## src/rtl/mant_div_iter.sv

```systemverilog
// Iterative radix-2 restoring unsigned divider, one quotient bit per clock.
// Delivers quotient, remainder, sticky (inexact) and divide-by-zero to the normalize/round stage.
module mant_div_iter #(
    parameter int DWIDTH = 24,
    parameter int CWIDTH = $clog2(DWIDTH)
) (
    input  logic              clk,
    input  logic              rst_n,
    input  logic              in_valid,
    output logic              in_ready,
    input  logic [DWIDTH-1:0] dividend,
    input  logic [DWIDTH-1:0] divisor,
    output logic              out_valid,
    input  logic              out_ready,
    output logic [DWIDTH-1:0] quotient,
    output logic [DWIDTH-1:0] remainder,
    output logic              sticky,
    output logic              div_zero
);
    // state  | meaning
    // S_IDLE | waiting for an operand pair, in_ready high
    // S_CALC | shifting out one quotient bit per edge, counter counts down to 0
    // S_DONE | result held on outputs until out_ready, out_valid high
    typedef enum logic [1:0] {
        S_IDLE,
        S_CALC,
        S_DONE
    } state_t;

    state_t            r_state;
    logic [CWIDTH-1:0] r_cnt;
    logic [DWIDTH-1:0] r_d;
    logic [DWIDTH-1:0] r_q;
    logic [DWIDTH-1:0] r_rem;
    logic              r_sticky;
    logic              r_div_zero;

    logic [DWIDTH:0]   w_shift;
    logic [DWIDTH:0]   w_trial;
    logic [DWIDTH:0]   w_rem_nxt;
    logic              w_qbit;

    // rem < d always holds, so the partial remainder never needs its top bit stored
    always_comb begin
        w_shift   = {r_rem, r_q[DWIDTH-1]};
        w_trial   = w_shift - {1'b0, r_d};
        w_qbit    = ~w_trial[DWIDTH];
        w_rem_nxt = w_qbit ? w_trial : w_shift;
    end

    always_ff @(posedge clk or negedge rst_n) begin
        if (!rst_n) begin
            r_state    <= S_IDLE;
            r_cnt      <= '0;
            r_d        <= '0;
            r_q        <= '0;
            r_rem      <= '0;
            r_sticky   <= 1'b0;
            r_div_zero <= 1'b0;
        end else begin
            case (r_state)
                S_IDLE: begin
                    if (in_valid) begin
                        r_d <= divisor;
                        if (divisor == '0) begin
                            r_q        <= '1;
                            r_rem      <= dividend;
                            r_sticky   <= |dividend;
                            r_div_zero <= 1'b1;
                            r_state    <= S_DONE;
                        end else begin
                            r_q        <= dividend;
                            r_rem      <= '0;
                            r_cnt      <= CWIDTH'(DWIDTH - 1);
                            r_sticky   <= 1'b0;
                            r_div_zero <= 1'b0;
                            r_state    <= S_CALC;
                        end
                    end
                end
                S_CALC: begin
                    r_rem <= w_rem_nxt[DWIDTH-1:0];
                    r_q   <= {r_q[DWIDTH-2:0], w_qbit};
                    r_cnt <= r_cnt - CWIDTH'(1);
                    if (r_cnt == '0) begin
                        r_sticky <= |w_rem_nxt;
                        r_state  <= S_DONE;
                    end
                end
                S_DONE: begin
                    if (out_ready) begin
                        r_state <= S_IDLE;
                    end
                end
                default: r_state <= S_IDLE;
            endcase
        end
    end

    assign in_ready  = (r_state == S_IDLE);
    assign out_valid = (r_state == S_DONE);
    assign quotient  = r_q;
    assign remainder = r_rem;
    assign sticky    = r_sticky;
    assign div_zero  = r_div_zero;

endmodule
```

## config.mk

```make
export PLATFORM = sky130hd
export DESIGN_NAME = mant_div_iter
export DESIGN_NICKNAME = d
export VERILOG_FILES = /design/src/rtl/mant_div_iter.sv
export SDC_FILE = /design/constraint.sdc
export NUM_CORES = 1
export LEC_CHECK = 0
export CORE_MARGIN = 10
export CORE_UTILIZATION = 25
export CTS_BUF_LIST = sky130_fd_sc_hd__clkbuf_8
export DETAILED_ROUTE_END_ITERATION = 6
export GPL_TIMING_DRIVEN = 1
export HOLD_SLACK_MARGIN = 0.02
export PLACE_DENSITY = 0.51
export SYNTH_ARGS = -nofsm -noshare
export SYNTH_HDL_FRONTEND = slang
export SYNTH_SLANG_ARGS = --single-unit
```

## constraint.sdc

```tcl
create_clock -name clk -period 6.1 [get_ports clk]
set_clock_uncertainty 0.05 [all_clocks]
set_input_delay 1.22 -clock clk [delete_from_list [all_inputs] [get_ports clk]]
set_output_delay 1.22 -clock clk [all_outputs]
set_load 0.005 [all_outputs]
```

# [After elaboration in Yosys (flattened, before gate mapping)]
# Index checks and enable logic that the tools add are counted.
# Widths: inputs -> output; s select.
[op_classes] n_addsub=2 muxes=20 reduce_logical=11 n_eq_ne=6 bitwise_logic=1
[op_table] cell="$mux 24" n=4
[op_table] cell="$pmux 24 s2" n=2
[op_table] cell="$mux 25" n=1
[op_table] cell="$reduce_or 25->1" n=1
[op_table] cell="$sub 25x24->25" n=1
[op_table] cell="$logic_not 24->1" n=1
[op_table] cell="$reduce_or 24->1" n=1
[op_table] cell="$mux 5" n=2
[op_table] cell="$pmux 5 s2" n=1
[op_table] cell="$reduce_and 3->1" n=3
[op_table] cell="$mux 2" n=4
[op_table] cell="$ne 2x2->1 const B" n=3
[op_table] cell="$pmux 2 s3" n=1
[op_table] cell="$logic_not 5->1" n=1
[op_table] cell="$sub 5x1->5 const B" n=1
[op_table] cell="$mux 1" n=4
[op_table] cell="$reduce_and 2->1" n=2
[op_table] cell="$eq 2x1->1 const B" n=1
[op_table] cell="$eq 2x2->1 const B" n=1
[op_table] cell="$logic_not 2->1" n=1
[op_table] cell="$ne 2x1->1 const B" n=1
[op_table] cell="$pmux 1 s2" n=1
[op_table] cell="$reduce_bool 2->1" n=1
[op_table] cell="$not 1->1" n=1
[word_totals] wordCells=47 reg_bits=81 output_inout_bits=52

# [Depth between registers and ports, before layout]
# Gate-level depths: netlist (run 1).
[logic_depth] ltp_word=5 ltp_mapped=22

# [Least setup slack after synthesis (run 1)]
# OpenSTA, ideal clock, no wires.
[synth_path] kind="reg-to-reg" startpoint="reg r_rem[1] (netlist: remainder[1])" endpoint="reg r_sticky (netlist: sticky)" setup_ns=0.125 n_path_buf=2 setup_slack_ns=1.779 path_stages_with_launch=21 period_less_slack_ns=4.321 arrival_ns=4.146 cell_sequence="dfrtp_1 -> ha_1 -> nor2b_1 -> o31a_1 -> o21ai_2 -> o311ai_1 -> o31ai_1 -> nor2_1 -> o21ai_0 -> nand2b_1 -> ha_1 -> clkbuf_1 -> inv_1 -> clkbuf_1 -> a211oi_1 -> nor4_1 -> nand4_1 -> a2111oi_2 -> nand4_1 -> nor4_1 -> nor2_1"
[synth_between] elab_chain_len=5
[synth_rtl] item="from (decl)" line="34" rtl="logic [DWIDTH-1:0] r_rem;"
[synth_rtl] item="from (signal assigned)" line="67" rtl="r_rem <= dividend;"
[synth_rtl] item="from (signal assigned)" line="82" rtl="r_rem <= w_rem_nxt[DWIDTH-1:0];"
[synth_rtl] item="$sub 25x24->25" line="46" rtl="w_trial = w_shift - {1'b0, r_d};"
[synth_rtl] item="$mux 25 *" line="48" rtl="w_rem_nxt = w_qbit ? w_trial : w_shift;"
[synth_rtl] item="$reduce_or 25->1 *" line="86" rtl="r_sticky <= |w_rem_nxt;"
[synth_rtl] item="$mux 1 *" line="85" rtl="if (r_cnt == '0) begin"
[synth_rtl] item="$pmux 1 s2 *" line="61" rtl="case (r_state)"
[synth_rtl] item="to (signal assigned)" line="68" rtl="r_sticky <= |dividend;"
[synth_rtl] item="to (signal assigned)" line="86"
[synth_rtl] item="to (decl)" line="35" rtl="logic r_sticky;"
# Mark *: on every way between the ends. The rest lies on a longest branch, timed or not. The select of a mux whose other input is x is not followed.
# A chain may end at the register's enable or synchronous reset.

# [Worst setup path in the final report (run 1)]
[layout_path] startpoint="reg r_q[23] (netlist: quotient[23])" endpoint="reg r_sticky (netlist: sticky)"
[layout_between] elab_chain_len=5
[layout_rtl] item="from (decl)" line="33" rtl="logic [DWIDTH-1:0] r_q;"
[layout_rtl] item="from (signal assigned)" line="72" rtl="r_q <= dividend;"
[layout_rtl] item="from (signal assigned)" line="83" rtl="r_q <= {r_q[DWIDTH-2:0], w_qbit};"
[layout_rtl] item="$sub 25x24->25" line="46"
[layout_rtl] item="$mux 25 *" line="48"
[layout_rtl] item="$reduce_or 25->1 *" line="86"
[layout_rtl] item="$mux 1 *" line="85"
[layout_rtl] item="$pmux 1 s2 *" line="61"
# Marks and branches as above.

==> impl_metrics.tcl, run 1 <==
set metrics [dict create \
    r2r_start "quotient[23]" \
    core_area_um2 22600 \
    period_share_pct 83.1 \
    first_pass_iters 5 \
    antenna_found_initial 0 \
    die_w_um 171 \
    synth_seq_area_share_pct 35.4 \
    final_layout_size_suffix_gt1_share_pct 5.87 \
    worst-slew-pin-transition_ns 1.09 \
    nets 876 \
    ant_nets 0 \
    post_cts_buffers 0 \
    top_layer_used "met4" \
    worstSetupPathType "flip-flop to flip-flop" \
    synth-seq-cells 81 \
    met2_wirelength_um 8850 \
    numCtsBuffers 9 \
    grt_pass1_wl_um 32800 \
    grtUsageTotal_pct 14.2 \
    synth_nets 803 \
    die_h_um 171 \
    grt_max_degree 55 \
    insertion_delay_ns 0.38 \
    synth_xor_area_share_pct 1.99 \
    max_cap_violations 0 \
    cts_tree "built" \
    rsz0062_at_grt "no" \
    wl_met3_um 1550 \
    run_status "finished, final reports clean" \
    synth_area_leaders "dfrtp_1 (35%), o21ai_0 (8.8%), nand2_1 (6.9%)" \
    synth_compound_area_share_pct 26.2 \
    areaGrowthSynthToFinish_pct 25.6 \
    drtIter0Drc 330 \
    worstSetupEndpointType "flip-flop" \
    num_vias 5575 \
    syn_inst 723 \
    crit_required_ns 6.32 \
    min_path_type "flip-flop to flip-flop" \
    wl_met1_um 10200 \
    synth_mux_area_share_pct 1.46 \
    grt_overflow 0 \
    cts_buffer_depth 2 \
    startpoint "quotient[23]" \
    antenna_cells 0 \
    finalWeightedCongestion 0.835 \
    synth_fa_ha_area_share_pct 6.25 \
    mappedNetlistArea_um2 5720 \
    cts_resized 0 \
    critPathArrivalTime_ns 5.29 \
    place.port_buffers 103 \
    die_area_um2 29300 \
    drc 0 \
    clock-root-buffer "clkbuf_8" \
    synth_warnings 0 \
    synthDistinctLibCells 75 \
    io_pins 104 \
    cp_max_fo 31 \
    synth-async-reset-ratio_pct 100 \
    startpoint_type "flip-flop" \
    fin_crit_ns 5.07 \
    slew_headroom_pct 26.9 \
    hold_start "r_d[0]" \
    grt_pass1_vias 5504 \
    synth_top_area_share_pct 35.4 \
    wire_per_inst_um 19.2 \
    postSynthAreaPerCell_um2 7.92 \
    routed_via_density 5.13 \
    hold_viol 0 \
    cts_max_level 3 \
    synth_top_family_by_area "compound AO/OA/AOI/OAI gates" \
    synth-edff-count 0 \
    path_clk_slew_ns 0.09 \
    synthFlopType "dfrtp_1" \
    ctsHoldBuffers 0 \
    maxSlewViolCount 0 \
    finalWirelength_um 20900 \
    cts.sinks 81 \
    num_rows 55 \
    finalSetupViolCount 0 \
    yosys.area.top_type "dfrtp_1" \
    dp_hpwl_um 15600 \
    max_freq_ghz 0.197 \
    fin_setup_tns_ns 0 \
    initial_core_util_pct 25.4 \
    synth-simple-area-share_pct 22.7 \
]
[critical path: stages (launching register included)]
cell,delay (ns)
dfrtp_1,0.38
inv_1,0.07
ha_1,0.22
fa_1,0.41
nor2b_1,0.23
o31a_1,0.22
o21ai_2,0.15
o311ai_1,0.48
o31ai_1,0.16
nor2_1,0.10
o21ai_0,0.07
nand2b_1,0.09
ha_1,0.42
buf_4,0.34
nor2_1,0.29
o2111ai_1,0.14
a31oi_1,0.20
nand4_1,0.14
a2111oi_2,0.32
nand4_1,0.14
nor4_1,0.28
nor2_1,0.06
[cells in the final DEF (no fill, tap or decap), types with 3 or more instances in the layout]
cell type          n
nand2b_1           8
clkdlybuf4s50_1  102
xnor2_1            8
o2111ai_1          3
a21o_1             4
a31oi_1            7
o221ai_1           3
nor4_1            17
inv_1             42
or3_1             27
dfrtp_1           81
or4_1              3
nand2_1          105
a211oi_1           7
nand3_1           10
o21ai_1            3
nor2b_1           12
o21ai_0          101
buf_4              9
o21a_1             4
a21oi_1           48
a31o_2             3
o31ai_1            4
nor3_1             8
or2_1              3
nor2_1            49
o211ai_1           3
clkbuf_8           9
o22a_1             9
xor2_1             5
ha_1              27
and4_1             5
mux2i_1            5
nand4_1            8
[per-stage QoR]
step           area, um2  setup slack, ns  hold slack [ns]  utilization, %  cells
2_1_floorplan       5720             1.78            0.400               -    723
4_1_cts             7190             1.02            0.452            31.9   1086
5_1_grt             7190            0.568            0.482            31.9   1086
3_3_place_gp        7000             1.14            0.423            31.0   1070
6_report            7190             1.03            0.446            31.9   1086
3_5_place_dp        7000             1.02            0.432            31.0   1070
[sequential cells by signal, indices dropped and copies added (netlist names)]
signal	count
remainder	24
div_zero	1
sticky	1
r_state	2
r_d	24
r_cnt	5
quotient	24
[cell usage after synthesis (3+ instances only)]
library cell and number:
o21bai_1 3, o2111ai_1 3, or4_1 3, nand4_1 8, dfrtp_1 81, nor3_1 9, nand2b_1 9, o211ai_1 3
o221ai_1 3, buf_2 6, a21oi_1 49, ha_1 27, nand3_1 10, mux2i_1 5, or2_1 3, nor2b_1 12
o21ai_0 101, inv_1 39, a21o_1 4, o22a_1 9, o21ai_1 3, and4_1 5, clkbuf_1 40, xnor2_1 8
or3_1 27, a31o_2 3, a211oi_1 7, nor4_1 17, o21a_1 4, xor2_1 5, nor2_1 51, a31oi_1 7
o31ai_1 4, nand2_1 105
[worst paths after layout]
path	end	slack, ns	depth (start not counted)
max	sticky	1.03	21
min	r_d[0]	0.45	2
max reg2reg	sticky	1.03	21
min reg2reg	r_d[0]	0.45	2
max in group asynchronous	r_cnt[3]	4.20	2
min in group asynchronous	remainder[8]	0.71	1
[per-layer routing]
layer,up-vias,GRT usage [%]
li1,2733,-
met1,2660,19.9
met2,169,20.7
met3,13,4.47
met4,0,3.48
met5,-,0
[layout make-up]
class	count	area [um2]
Fill cell	2457	15400
Multi-Input combinational cell	554	3380
Sequential cell	81	2030
Timing Repair Buffer	111	1090
Tap cell	285	357
Inverter	39	146
Clock buffer	9	124
Clock inverter	7	65.1
[kinds of logic (layout without fill, tap and decap cells)]
group	Yosys count	count (layout)
xor gates and xnor gates	13	13
DFF	81	81
muxes	8	8
AOI/OAI and AO/OA	236	236
buffers and inverters	88	166
adders and majority gates	28	28
and+or+nand+nor	269	269
Power of run 1 is left out: the tool's default activity adds up to more than one toggle a clock period on the data nets, which glitch-free logic cannot reach.
==> run 2: changes to the inputs <==
==> constraint.sdc (replaced) <==
create_clock -name clk -period 5.1 [get_ports clk]
set_clock_uncertainty 0.05 [all_clocks]
set_input_delay 1.02 -clock clk [delete_from_list [all_inputs] [get_ports clk]]
set_output_delay 1.02 -clock clk [all_outputs]
set_load 0.005 [all_outputs]
==> impl_metrics.tcl, run 2 (synthesis gave the netlist of run 1 again) <==
set metrics [dict create \
    run_status "finished, final reports clean" \
    fin_area_um2 7390 \
    placed_cells 1090 \
    cp_max_fo 17 \
    cts_resized 0 \
    ctsHoldBuffers 0 \
    first_pass_iters 4 \
    worst-slew-pin-transition_ns 1.09 \
    die_h_um 171 \
    finalWeightedCongestion 0.879 \
    period_share_pct 90.3 \
    final_layout_size_suffix_gt1_share_pct 8.65 \
    critPathArrivalTime_ns 4.84 \
    grt_pass1_wl_um 33100 \
    grt_overflow 0 \
    finalWirelength_um 21200 \
    slew_headroom_pct 26.9 \
    slowest_stage "fa_1" \
    cts_tree "built" \
    num_rows 55 \
    wire_per_inst_um 19.2 \
    cts.sinks 81 \
    dp_hpwl_um 16100 \
    io_pins 104 \
    clock-root-buffer "clkbuf_8" \
    rsz0062_at_grt "no" \
    post_cts_buffers 0 \
    drc 0 \
    grt_max_degree 55 \
    cts_max_level 3 \
    fin_setup_tns_ns 0 \
    path_delay_family "compound AO/OA/AOI/OAI gates" \
    routed_via_density 5.12 \
    worstSetupEndpointType "flip-flop" \
    stdcell_count 1106 \
    r2r-end "sticky" \
    hold_start "div_zero" \
    rrSetupSlack_ns 0.49 \
    finish.utilization_pct 32.8 \
    most-common-layout-cells "nand2_1 (105), clkdlybuf4s50_1 (102), o21ai_0 (101), dfrtp_1 (81), nor2_1 (49)" \
    initial_core_util_pct 25.4 \
    finalSetupViolCount 0 \
    fin_crit_ns 4.61 \
    dpl_cell_area_um2 7160 \
    place.port_buffers 103 \
    worstSetupPathType "flip-flop to flip-flop" \
    hold_viol 0 \
    num_vias 5658 \
    crit_required_ns 5.33 \
    crit_chain "inv_1, ha_1, fa_1, nor2b_2, o31a_1, o21ai_2, o311ai_2, o31ai_1, nor2_1, o21ai_0, nand2b_1, ha_2, or3_1, a21oi_1, o2111ai_1, a31oi_1, nand4_1, a2111oi_4, nand4_1, nor4_1, nor2_1" \
    grt_pass1_vias 5554 \
    die_area_um2 29300 \
    startpoint_type "flip-flop" \
    ant_nets 0 \
    antenna_found_initial 0 \
    max_freq_ghz 0.217 \
    r2r_start "quotient[23]" \
    insertion_delay_ns 0.39 \
    max_stage_delay_ns 0.42 \
    final_common_cell "nand2_1" \
    path_clk_slew_ns 0.09 \
    antenna_cells 0 \
    cts_buffer_depth 2 \
    drtIter0Drc 340 \
    numCtsBuffers 9 \
    critPathBufInv 1 \
    min_to "div_zero" \
    maxSlewViolCount 0 \
    core_area_um2 22600 \
    grtUsageTotal_pct 14.4 \
    areaGrowthSynthToFinish_pct 29.2 \
    max_cap_violations 0 \
    die_w_um 171 \
    nets 896 \
    min_path_cells 2 \
    min_path_type "flip-flop to flip-flop" \
    rr_worst_depth 21 \
]
-- run 2: worst max path at each step --
stage                            start      to  cells after the start
final                     quotient[23]  sticky                     21
after global placement    quotient[23]  sticky                     21
after floorplan           remainder[1]  sticky                     20
after detailed placement  quotient[23]  sticky                     21
after global routing      quotient[23]  sticky                     21
after CTS                 quotient[23]  sticky                     21
-- run 2: area by class of cell --
cell class	count	area (um2)
clock buffer	11	151
clock inverter	5	55.1
fill	2436	15200
inverter	39	146
multi-input combinational	554	3410
sequential	81	2030
tap	285	357
timing repair buffer	131	1250
-- run 2: routing by layer --
layer	routed length [um]	share of wire, %	global-route usage [%]
met1	10600	50	21.1
met2	8970	42	20.3
met3	1400	6.6	3.62
met4	212	1.0	3.52
met5	0	0	0
-- run 2: metrics by stage --
stage | hold WS, ns | setup WS (ns)
finish | 0.444 | 0.493
detailed placement | 0.427 | 0.215
global route | 0.492 | 0.116
floorplan | 0.400 | 0.779
CTS | 0.449 | 0.141
global placement | 0.425 | 0.355
-- run 2: worst register-to-register path: stages (launching register included) --
cell and delay [ns]:
dfrtp_1 0.39, inv_1 0.07, ha_1 0.22, fa_1 0.42
nor2b_2 0.22, o31a_1 0.22, o21ai_2 0.11, o311ai_2 0.29
o31ai_1 0.14, nor2_1 0.09, o21ai_0 0.08, nand2b_1 0.10
ha_2 0.38, or3_1 0.38, a21oi_1 0.15, o2111ai_1 0.12
a31oi_1 0.18, nand4_1 0.16, a2111oi_4 0.25, nand4_1 0.13
nor4_1 0.28, nor2_1 0.07
Power of run 2 is left out for the same reason.
